===== src/rtl/uart_pkg.sv =====
// Definitions shared by the UART transmitter and receiver: frame width,
// default bit period and the receiver state encoding.
package uart_pkg;

   localparam int UART_DATA_BITS    = 8;
   localparam int UART_CLKS_PER_BIT = 16;

   typedef logic [2:0] state_t;

   localparam state_t ST_IDLE  = 3'd0;
   localparam state_t ST_START = 3'd1;
   localparam state_t ST_DATA  = 3'd2;
   localparam state_t ST_STOP  = 3'd3;
   localparam state_t ST_BREAK = 3'd4;

endpackage


===== src/rtl/uart_rx_if.sv =====
// Serial line plus received-byte signals of the UART receiver.
// master = receiver side, slave = line driver / byte consumer side.
interface uart_rx_if;
   import uart_pkg::*;

   logic                      rxd;
   logic [UART_DATA_BITS-1:0] rx_data;
   logic                      rx_valid;
   logic                      rx_frame_err;
   logic                      rx_busy;

   modport master (
      input  rxd,
      output rx_data,
      output rx_valid,
      output rx_frame_err,
      output rx_busy
   );

   modport slave (
      output rxd,
      input  rx_data,
      input  rx_valid,
      input  rx_frame_err,
      input  rx_busy
   );

endinterface


===== src/rtl/uart_sync.sv =====
// Multi-flop synchronizer for an asynchronous single-bit input; the reset
// value is chosen so that the output matches the input's idle level.
module uart_sync #(
   parameter int   STAGES    = 2,
   parameter logic RESET_VAL = 1'b1
) (
   input  logic clk,
   input  logic rst_n,
   input  logic d,
   output logic q
);

   logic [STAGES-1:0] stage_reg;

   always_ff @(posedge clk or negedge rst_n) begin
      if (!rst_n) begin
         stage_reg <= {STAGES{RESET_VAL}};
      end else begin
         stage_reg <= {stage_reg[STAGES-2:0], d};
      end
   end

   assign q = stage_reg[STAGES-1];

endmodule


===== src/rtl/uart_rx.sv =====
// 8N1 UART receiver: start-bit validation at mid-bit, LSB-first data capture,
// stop-bit check with framing-error reporting and break handling.
module uart_rx
   import uart_pkg::*;
#(
   parameter int CLKS_PER_BIT = UART_CLKS_PER_BIT
) (
   input  logic     clk,
   input  logic     rst_n,
   uart_rx_if.master bus
);

   localparam int          HALF_BIT = (CLKS_PER_BIT - 1) / 2;
   localparam logic [15:0] HALF_CNT = 16'(HALF_BIT);
   localparam logic [15:0] LAST_CNT = 16'(CLKS_PER_BIT - 1);
   localparam logic [2:0]  LAST_BIT = 3'(UART_DATA_BITS - 1);

   logic                      rxd_s;
   state_t                    state_reg,   state_next;
   logic [15:0]               clk_cnt_reg, clk_cnt_next;
   logic [2:0]                bit_idx_reg, bit_idx_next;
   logic [UART_DATA_BITS-1:0] shreg_reg,   shreg_next;
   logic [UART_DATA_BITS-1:0] data_reg,    data_next;
   logic                      valid_reg,   valid_next;
   logic                      err_reg,     err_next;

   // Reset to 1 so an idle line never looks like a start bit after reset.
   uart_sync #(
      .STAGES    (2),
      .RESET_VAL (1'b1)
   ) u_sync (
      .clk   (clk),
      .rst_n (rst_n),
      .d     (bus.rxd),
      .q     (rxd_s)
   );

   always_comb begin
      state_next   = state_reg;
      clk_cnt_next = clk_cnt_reg;
      bit_idx_next = bit_idx_reg;
      shreg_next   = shreg_reg;
      data_next    = data_reg;
      valid_next   = 1'b0;
      err_next     = 1'b0;

      case (state_reg)
         ST_IDLE: begin
            clk_cnt_next = '0;
            if (!rxd_s) begin
               state_next = ST_START;
            end
         end

         ST_START: begin
            if (clk_cnt_reg == HALF_CNT) begin
               clk_cnt_next = '0;
               if (!rxd_s) begin
                  state_next   = ST_DATA;
                  bit_idx_next = '0;
               end else begin
                  state_next = ST_IDLE;
               end
            end else begin
               clk_cnt_next = clk_cnt_reg + 16'd1;
            end
         end

         // Counting is anchored to the centre of the start bit, so each
         // full-period wrap lands in the middle of the next bit.
         ST_DATA: begin
            if (clk_cnt_reg == LAST_CNT) begin
               clk_cnt_next = '0;
               shreg_next   = {rxd_s, shreg_reg[UART_DATA_BITS-1:1]};
               if (bit_idx_reg == LAST_BIT) begin
                  state_next = ST_STOP;
               end else begin
                  bit_idx_next = bit_idx_reg + 3'd1;
               end
            end else begin
               clk_cnt_next = clk_cnt_reg + 16'd1;
            end
         end

         ST_STOP: begin
            if (clk_cnt_reg == LAST_CNT) begin
               clk_cnt_next = '0;
               if (rxd_s) begin
                  data_next  = shreg_reg;
                  valid_next = 1'b1;
                  state_next = ST_IDLE;
               end else begin
                  err_next   = 1'b1;
                  state_next = ST_BREAK;
               end
            end else begin
               clk_cnt_next = clk_cnt_reg + 16'd1;
            end
         end

         // Wait out a held-low line so a break reports only one error.
         ST_BREAK: begin
            clk_cnt_next = '0;
            if (rxd_s) begin
               state_next = ST_IDLE;
            end
         end

         default: begin
            state_next   = ST_IDLE;
            clk_cnt_next = '0;
         end
      endcase
   end

   always_ff @(posedge clk or negedge rst_n) begin
      if (!rst_n) begin
         state_reg   <= ST_IDLE;
         clk_cnt_reg <= '0;
         bit_idx_reg <= '0;
         shreg_reg   <= '0;
         data_reg    <= '0;
         valid_reg   <= 1'b0;
         err_reg     <= 1'b0;
      end else begin
         state_reg   <= state_next;
         clk_cnt_reg <= clk_cnt_next;
         bit_idx_reg <= bit_idx_next;
         shreg_reg   <= shreg_next;
         data_reg    <= data_next;
         valid_reg   <= valid_next;
         err_reg     <= err_next;
      end
   end

   assign bus.rx_data      = data_reg;
   assign bus.rx_valid     = valid_reg;
   assign bus.rx_frame_err = err_reg;
   assign bus.rx_busy      = (state_reg != ST_IDLE);

endmodule

===== src/flat_wrapper.sv =====
// flat-port wrapper written by rule: the top's interface ports become plain ports
module uart_rx_flat import uart_pkg::*;
#(
   parameter int CLKS_PER_BIT = UART_CLKS_PER_BIT
)
  (clk, rst_n, bus_rxd, bus_rx_data, bus_rx_valid, bus_rx_frame_err, bus_rx_busy);
  uart_rx_if bus_i ();
  input  logic clk;
  input  logic rst_n;
  input wire logic [$bits(bus_i.rxd)-1:0] bus_rxd;
  output wire logic [$bits(bus_i.rx_data)-1:0] bus_rx_data;
  output wire logic [$bits(bus_i.rx_valid)-1:0] bus_rx_valid;
  output wire logic [$bits(bus_i.rx_frame_err)-1:0] bus_rx_frame_err;
  output wire logic [$bits(bus_i.rx_busy)-1:0] bus_rx_busy;
  assign bus_i.rxd = bus_rxd;
  assign bus_rx_data = bus_i.rx_data;
  assign bus_rx_valid = bus_i.rx_valid;
  assign bus_rx_frame_err = bus_i.rx_frame_err;
  assign bus_rx_busy = bus_i.rx_busy;
  uart_rx #(.CLKS_PER_BIT(CLKS_PER_BIT)) u_core (.clk(clk), .rst_n(rst_n), .bus(bus_i));
endmodule

===== config.mk =====
export PLATFORM = sky130hd
export DESIGN_NAME = uart_rx_flat
export DESIGN_NICKNAME = d
export VERILOG_FILES = /design/src/rtl/uart_pkg.sv /design/src/rtl/uart_rx_if.sv /design/src/rtl/uart_sync.sv /design/src/rtl/uart_rx.sv /design/src/flat_wrapper.sv
export SDC_FILE = /design/constraint.sdc
export NUM_CORES = 1
export LEC_CHECK = 0
export ABC_CLOCK_PERIOD_IN_PS = 4200
export BUFFER_PORTS_ARGS = -buffer_cell sky130_fd_sc_hd__buf_2
export CORE_UTILIZATION = 38
export DETAILED_ROUTE_END_ITERATION = 8
export GPL_TIMING_DRIVEN = 0
export PLACE_DENSITY = 0.61
export SLEW_MARGIN = 20
export SYNTH_ARGS = -nofsm -noshare
export SYNTH_HDL_FRONTEND = slang
export SYNTH_SLANG_ARGS = --single-unit
export TNS_END_PERCENT = 20

===== constraint.sdc =====
create_clock -name clk -period 4.2 [get_ports clk]
set_input_delay 0.42 -clock clk [delete_from_list [all_inputs] [get_ports clk]]
set_output_delay 0.42 -clock clk [all_outputs]
set_load 0.03 [all_outputs]

# Word level (Yosys, flattened, before mapping)
# Cells that the tools add are included.
[totals]
regBits = 42
in_bits = 3
output_inout_bits = 11
elab_cells = 56
[op_classes]
n_addsub = 2
n_eq_ne = 15
mux = 23
n_reduce_logical = 8
[op_table]
columns = ["cell", "n"]
rows = [
  ["$mux W3", 11],
  ["$mux W16", 2],
  ["$pmux W16 S2", 1],
  ["$add A16 B1 Y16 const B", 1],
  ["$eq A16 B3 Y1 const B", 1],
  ["$eq A16 B4 Y1 const B", 1],
  ["$pmux W3 S5", 1],
  ["$ne A2 B1 Y1 const B", 4],
  ["$ne A2 B2 Y1 const B", 4],
  ["$eq A3 B2 Y1 const B", 2],
  ["$eq A3 B3 Y1 const B", 2],
  ["$mux W1", 6],
  ["$pmux W3 S2", 1],
  ["$reduce_and A6 Y1", 1],
  ["$reduce_and A5 Y1", 1],
  ["$add A3 B1 Y3 const B", 1],
  ["$eq A3 B1 Y1 const B", 1],
  ["$logic_not A3 Y1", 1],
  ["$reduce_and A3 Y1", 1],
  ["$reduce_bool A3 Y1", 1],
  ["$mux W2", 1],
  ["$reduce_and A2 Y1", 1],
  ["$reduce_bool A2 Y1", 1],
  ["$reduce_or A2 Y1", 1],
]

# Longest topological paths before layout
[logic_depth]
word_depth = 4
ltp_mapped = 6
ltp_nobuf = 6

# Modules after synthesis
# A second synthesis with hierarchy kept.
[unflattened]
hier_cells = 167
area_unflattened_um2 = 1951.9
[modules_own_cells]
columns = ["mod", "instances", "cells_each", "area_each_um2", "seq_area_each_um2"]
rows = [
  ["uart_rx", 1, 165, 1899.3, 1001.0],
  ["uart_sync", 1, 2, 52.6, 52.6],
]

# Least setup slack after synthesis
# Ideal clock, no wire load.
[synth_timing]
path_kind = "register to register"
startpoint = "register u_core.clk_cnt_reg[0]"
endpoint = "register u_core.data_reg[0] (netlist: u_core.bus.rx_data[0])"
arrival_time_ns = 1.872
t_required_ns = 4.075
setup_slack_ns = 2.203
path_stages_with_launch = 6
path_buffers = 0
period_less_slack_ns = 1.997
path_cell_list = "dfrtp_1 -> ha_1 -> nor3b_2 -> nand4_4 -> nor4_4 -> mux2_2"
[synth_via]
elab_chain_cells = 2
[synth_rtl]
columns = ["element", "line", "rtl"]
rows = [
  ["from (decl)", "uart_rx.sv:20", "logic [15:0] clk_cnt_reg, clk_cnt_next;"],
  ["from (signal assigned)", "uart_rx.sv:127", "clk_cnt_reg <= clk_cnt_next;"],
  ["$eq A16 B4 Y1", "uart_rx.sv:86", "if (clk_cnt_reg == LAST_CNT) begin"],
  ["$reduce_and A3 Y1 (no line)", "--", ""],
  ["to (signal assigned)", "uart_rx.sv:130", "data_reg <= data_next;"],
  ["to (decl)", "uart_rx.sv:23", "logic [UART_DATA_BITS-1:0] data_reg, data_next;"],
]
# No other way between the ends.
# A chain may end at the register's enable or synchronous reset.

# Final worst setup path
[layout_timing]
startpoint = "register u_core.clk_cnt_reg[0]"
endpoint = "register u_core.data_reg[3] (netlist: u_core.bus.rx_data[3])"
# The elaborated chain is that of the path after synthesis.

==> flow_summary_export.csv <==
group,metric,value,unit
global_routing,grt_max_degree,43,
floorplanning,ios,14,
clocking,hold_buffers,0,
synth,ys_seq_area_share,53.3,%
synth,ys_ff_latch,42,
sta,tightestPinTransition,0.893,ns
layout,final_cell_area,2210,um^2
power,leakage,1.04,nW
placement,pre_cts_ws,1.76,ns
synth,yosys.area_share.simple,23.1,%
global_routing,globalRouteOverflowTotal,0,
synth,syn_nets,171,
synth,synthCells,165,
clocking,cts.clk_slew.worst_paths,0.07,ns
critical_path,startpoint,"u_core.clk_cnt_reg[0]$_DFF_PN0_",
synth,synth-edff-count,0,
clocking,cts_sinks,42,
floorplanning,coreArea,4850,um^2
floorplanning,die_h,74.1,um
sta,slew_viol_final,0,
sta,rsz0062_at_grt,"false",
critical_path,rr_worst_depth,5,
power,powerDensity,355,nW/um^2
clocking,ctsResizeCount,0,
critical_path,rr_endpoint,"u_core.bus.rx_data[3]$_DFFE_PN0P_",
critical_path,setup.worst_path.start_class,"flop",
global_routing,grt.total_usage,14.5,%
sta,fin_skew,0.0105,ns
clocking,cts-htree-levels,2,
layout,antenna_cells,0,
placement,dp_hpwl,2.48,mm
sta,hold_violations,0,
synth,synth_adder_area_share,1.90,%
detailed_routing,drt-wirelength-per-cell,13.8,um
floorplanning,die_w,74.1,um
critical_path,path_max_fanout,9,
power,irDropWorstVdd,190,uV
clocking,clk_path_buf_depth,2,
run_status,outcome,"completed",
synth,synth_top_family_by_area,"simple AND/OR/NAND/NOR gates",
synth,yosys_warnings,0,
sta,clock.fmax,411,MHz
sta,final.period_utilization,57.9,%
clocking,clk_root_buffer_cell,"clkbuf_8",
layout,largest_reg_flops,16,
placement,numPortBuffers,13,
critical_path,reg2reg_from,"u_core.clk_cnt_reg[0]$_DFF_PN0_",
synth,synth_compound_area_share,4.75,%
critical_path,worstPathArrival,2.60,ns
synth,synthXorXnorAreaFrac,6.21,%
sta,maxSlewHeadroom,40.5,%
synth,muxShareOfSynthArea,9.12,%
global_routing,grt_pass1_vias,1321,
layout,nNetsFinal,191,
layout,area_growth,11.9,%
synth,synth_area_per_cell,12.0,um^2
sta,setup_ws,1.77,ns
synth,ys.flop_type,"dfrtp_1",
clocking,cts_tree,"yes",
critical_path,cp-end-kind,"flop",
detailed_routing,drt-initial-drc-count,88,
detailed_routing,drc,0,
detailed_routing,firstDrtPassIters,4,
critical_path,setup.worst_path.end,"u_core.bus.rx_data[3]$_DFFE_PN0P_",
sta,period_minus_slack,2.43,ns
clocking,worstSkewPairLatency,0.29,ns
clocking,numCtsBuffers,5,
detailed_routing,viasPerCell,5.17,
detailed_routing,ant_nets,0,
detailed_routing,vias,1308,
clocking,cts_setup_buffers,0,
floorplanning,die_area,5490,um^2
synth,ys_types,35,
critical_path,crit_type,"reg -> reg",
synth,synth_area,1980,um^2
layout,fin_util,45.6,%
floorplanning,row_count,25,
sta,setup_violations,0,
global_routing,antenna_found_initial,0,
flow_run,max-cap-violations,0,
layout,drive_above_1_share,25.3,%
synth,async_flop_share,100,%
critical_path,rrSetupSlack,1.77,ns
sta,tns,0,ns
global_routing,grt_pass1_wl,5.97,mm
critical_path,worstPathRequired,4.37,ns
min_path,hold_class,"in -> reg",
floorplanning,initial_core_util,40.7,%
detailed_routing,routed_wl,3.49,mm
placement,place_congestion,0.853,
placement,place_area,2120,um^2
-- cell usage in the layout (no fill, tap or decap), types with 2 or more instances in the layout --
master | netlist | routed
mux2_2 | 16 | 16
nor2_1 | 18 | 18
nor2b_1 | 2 | 2
nand4_1 | 6 | 6
nor4_4 | 3 | 3
clkbuf_8 | 0 | 5
inv_1 | 5 | 5
nor3_1 | 2 | 2
nand2_1 | 6 | 6
ha_1 | 3 | 3
buf_2 | 1 | 14
nor4b_1 | 3 | 3
a21oi_1 | 2 | 2
a211o_1 | 3 | 3
and4_1 | 5 | 5
dfrtp_1 | 40 | 40
xor2_1 | 5 | 5
o21ai_0 | 2 | 2
xnor2_1 | 9 | 9
and3_1 | 3 | 3
nand3_1 | 9 | 9
nor4_1 | 6 | 6
dfstp_2 | 2 | 2
clkbuf_1 | 2 | 3
-- cell families (layout without fill, tap and decap cells) --
kind of cell / after synthesis / in the layout
DFF: 42 / 42
AOI/OAI and AO/OA: 12 / 12
adders and majority gates: 3 / 3
and+or+nand+nor: 70 / 70
xor gates and xnor gates: 14 / 14
muxes: 16 / 16
buffers and inverters: 8 / 29
-- where the power goes --
part           leakage, nW  switching [W]  total, W  internal, W
combinational        0.426      0.0000697  0.000103    0.0000338
clock               0.0452       0.000131  0.000248     0.000117
sequential           0.573      0.0000127  0.000432     0.000419
total                 1.04       0.000214  0.000784     0.000570
-- worst max-delay path, cell delays in order, from the launching register on --
cell     delay [ns]
dfrtp_1        0.40
ha_1           0.28
nor3b_2        0.40
nand4_4        0.26
nor4_4         0.57
mux2_2         0.41
-- layout make-up --
| cell class | instances | area (um^2) |
|---|---|---|
| flip-flops and latches | 42 | 1050 |
| inverters | 5 | 18.8 |
| plain buffers | 3 | 12.5 |
| clock inverters | 2 | 13.8 |
| repair buffers | 13 | 65.1 |
| fillers | 455 | 2640 |
| clock buffers | 6 | 72.6 |
| well taps | 67 | 83.8 |
| multi-input cells | 115 | 891 |
-- synthesized netlist by cell type, drive strengths merged, types with 3 or more instances --
cell   number  area (um^2)
dfrtp      40         1000
nor2       19         73.8
mux2       16          180
nand3       9         45.0
nor4        9          101
xnor2       9         78.8
nand4       7         58.8
nand2       6         22.5
and4        5         43.8
inv         5         18.8
xor2        5         43.8
a211o       3         26.3
and3        3         18.8
ha          3         37.5
nor4b       3         26.3
-- worst min-delay path by stage --
stage	cells past startpoint	slack (ns)	endpoint	startpoint
floorplan	0	0.12	u_core.bit_idx_reg[0]$_DFFE_PN0P_	rst_n
global placement	0	0.35	u_core.u_sync.stage_reg[1]$_DFF_PN1_	u_core.u_sync.stage_reg[0]$_DFF_PN1_
detailed placement	0	0.36	u_core.u_sync.stage_reg[1]$_DFF_PN1_	u_core.u_sync.stage_reg[0]$_DFF_PN1_
CTS	1	0.21	u_core.u_sync.stage_reg[0]$_DFF_PN1_	bus_rxd
global route	1	0.21	u_core.u_sync.stage_reg[0]$_DFF_PN1_	bus_rxd
finish	1	0.23	u_core.u_sync.stage_reg[0]$_DFF_PN1_	bus_rxd
-- routing by layer --
| metal | part of all wire (%) | vias up | global-route usage, % |
|---|---|---|---|
| met3 | 3.6 | 4 | 4.74 |
| met2 | 50 | 29 | 23.5 |
| met5 | 0 | - | 0 |
| met4 | 0.77 | 0 | 4.70 |
| met1 | 45 | 634 | 18.3 |
| li1 | - | 641 | - |
-- stage by stage --
stage / total power, W / instances / hold WS (ns)
after floorplan: 0.000512 / 165 / 0.124
after global placement: 0.000540 / 245 / 0.351
after detailed placement: 0.000544 / 245 / 0.355
after CTS: 0.000799 / 253 / 0.212
after global routing: 0.000835 / 253 / 0.212
final: 0.000784 / 253 / 0.228
No activity file was read; power rests on OpenSTA's default activity.
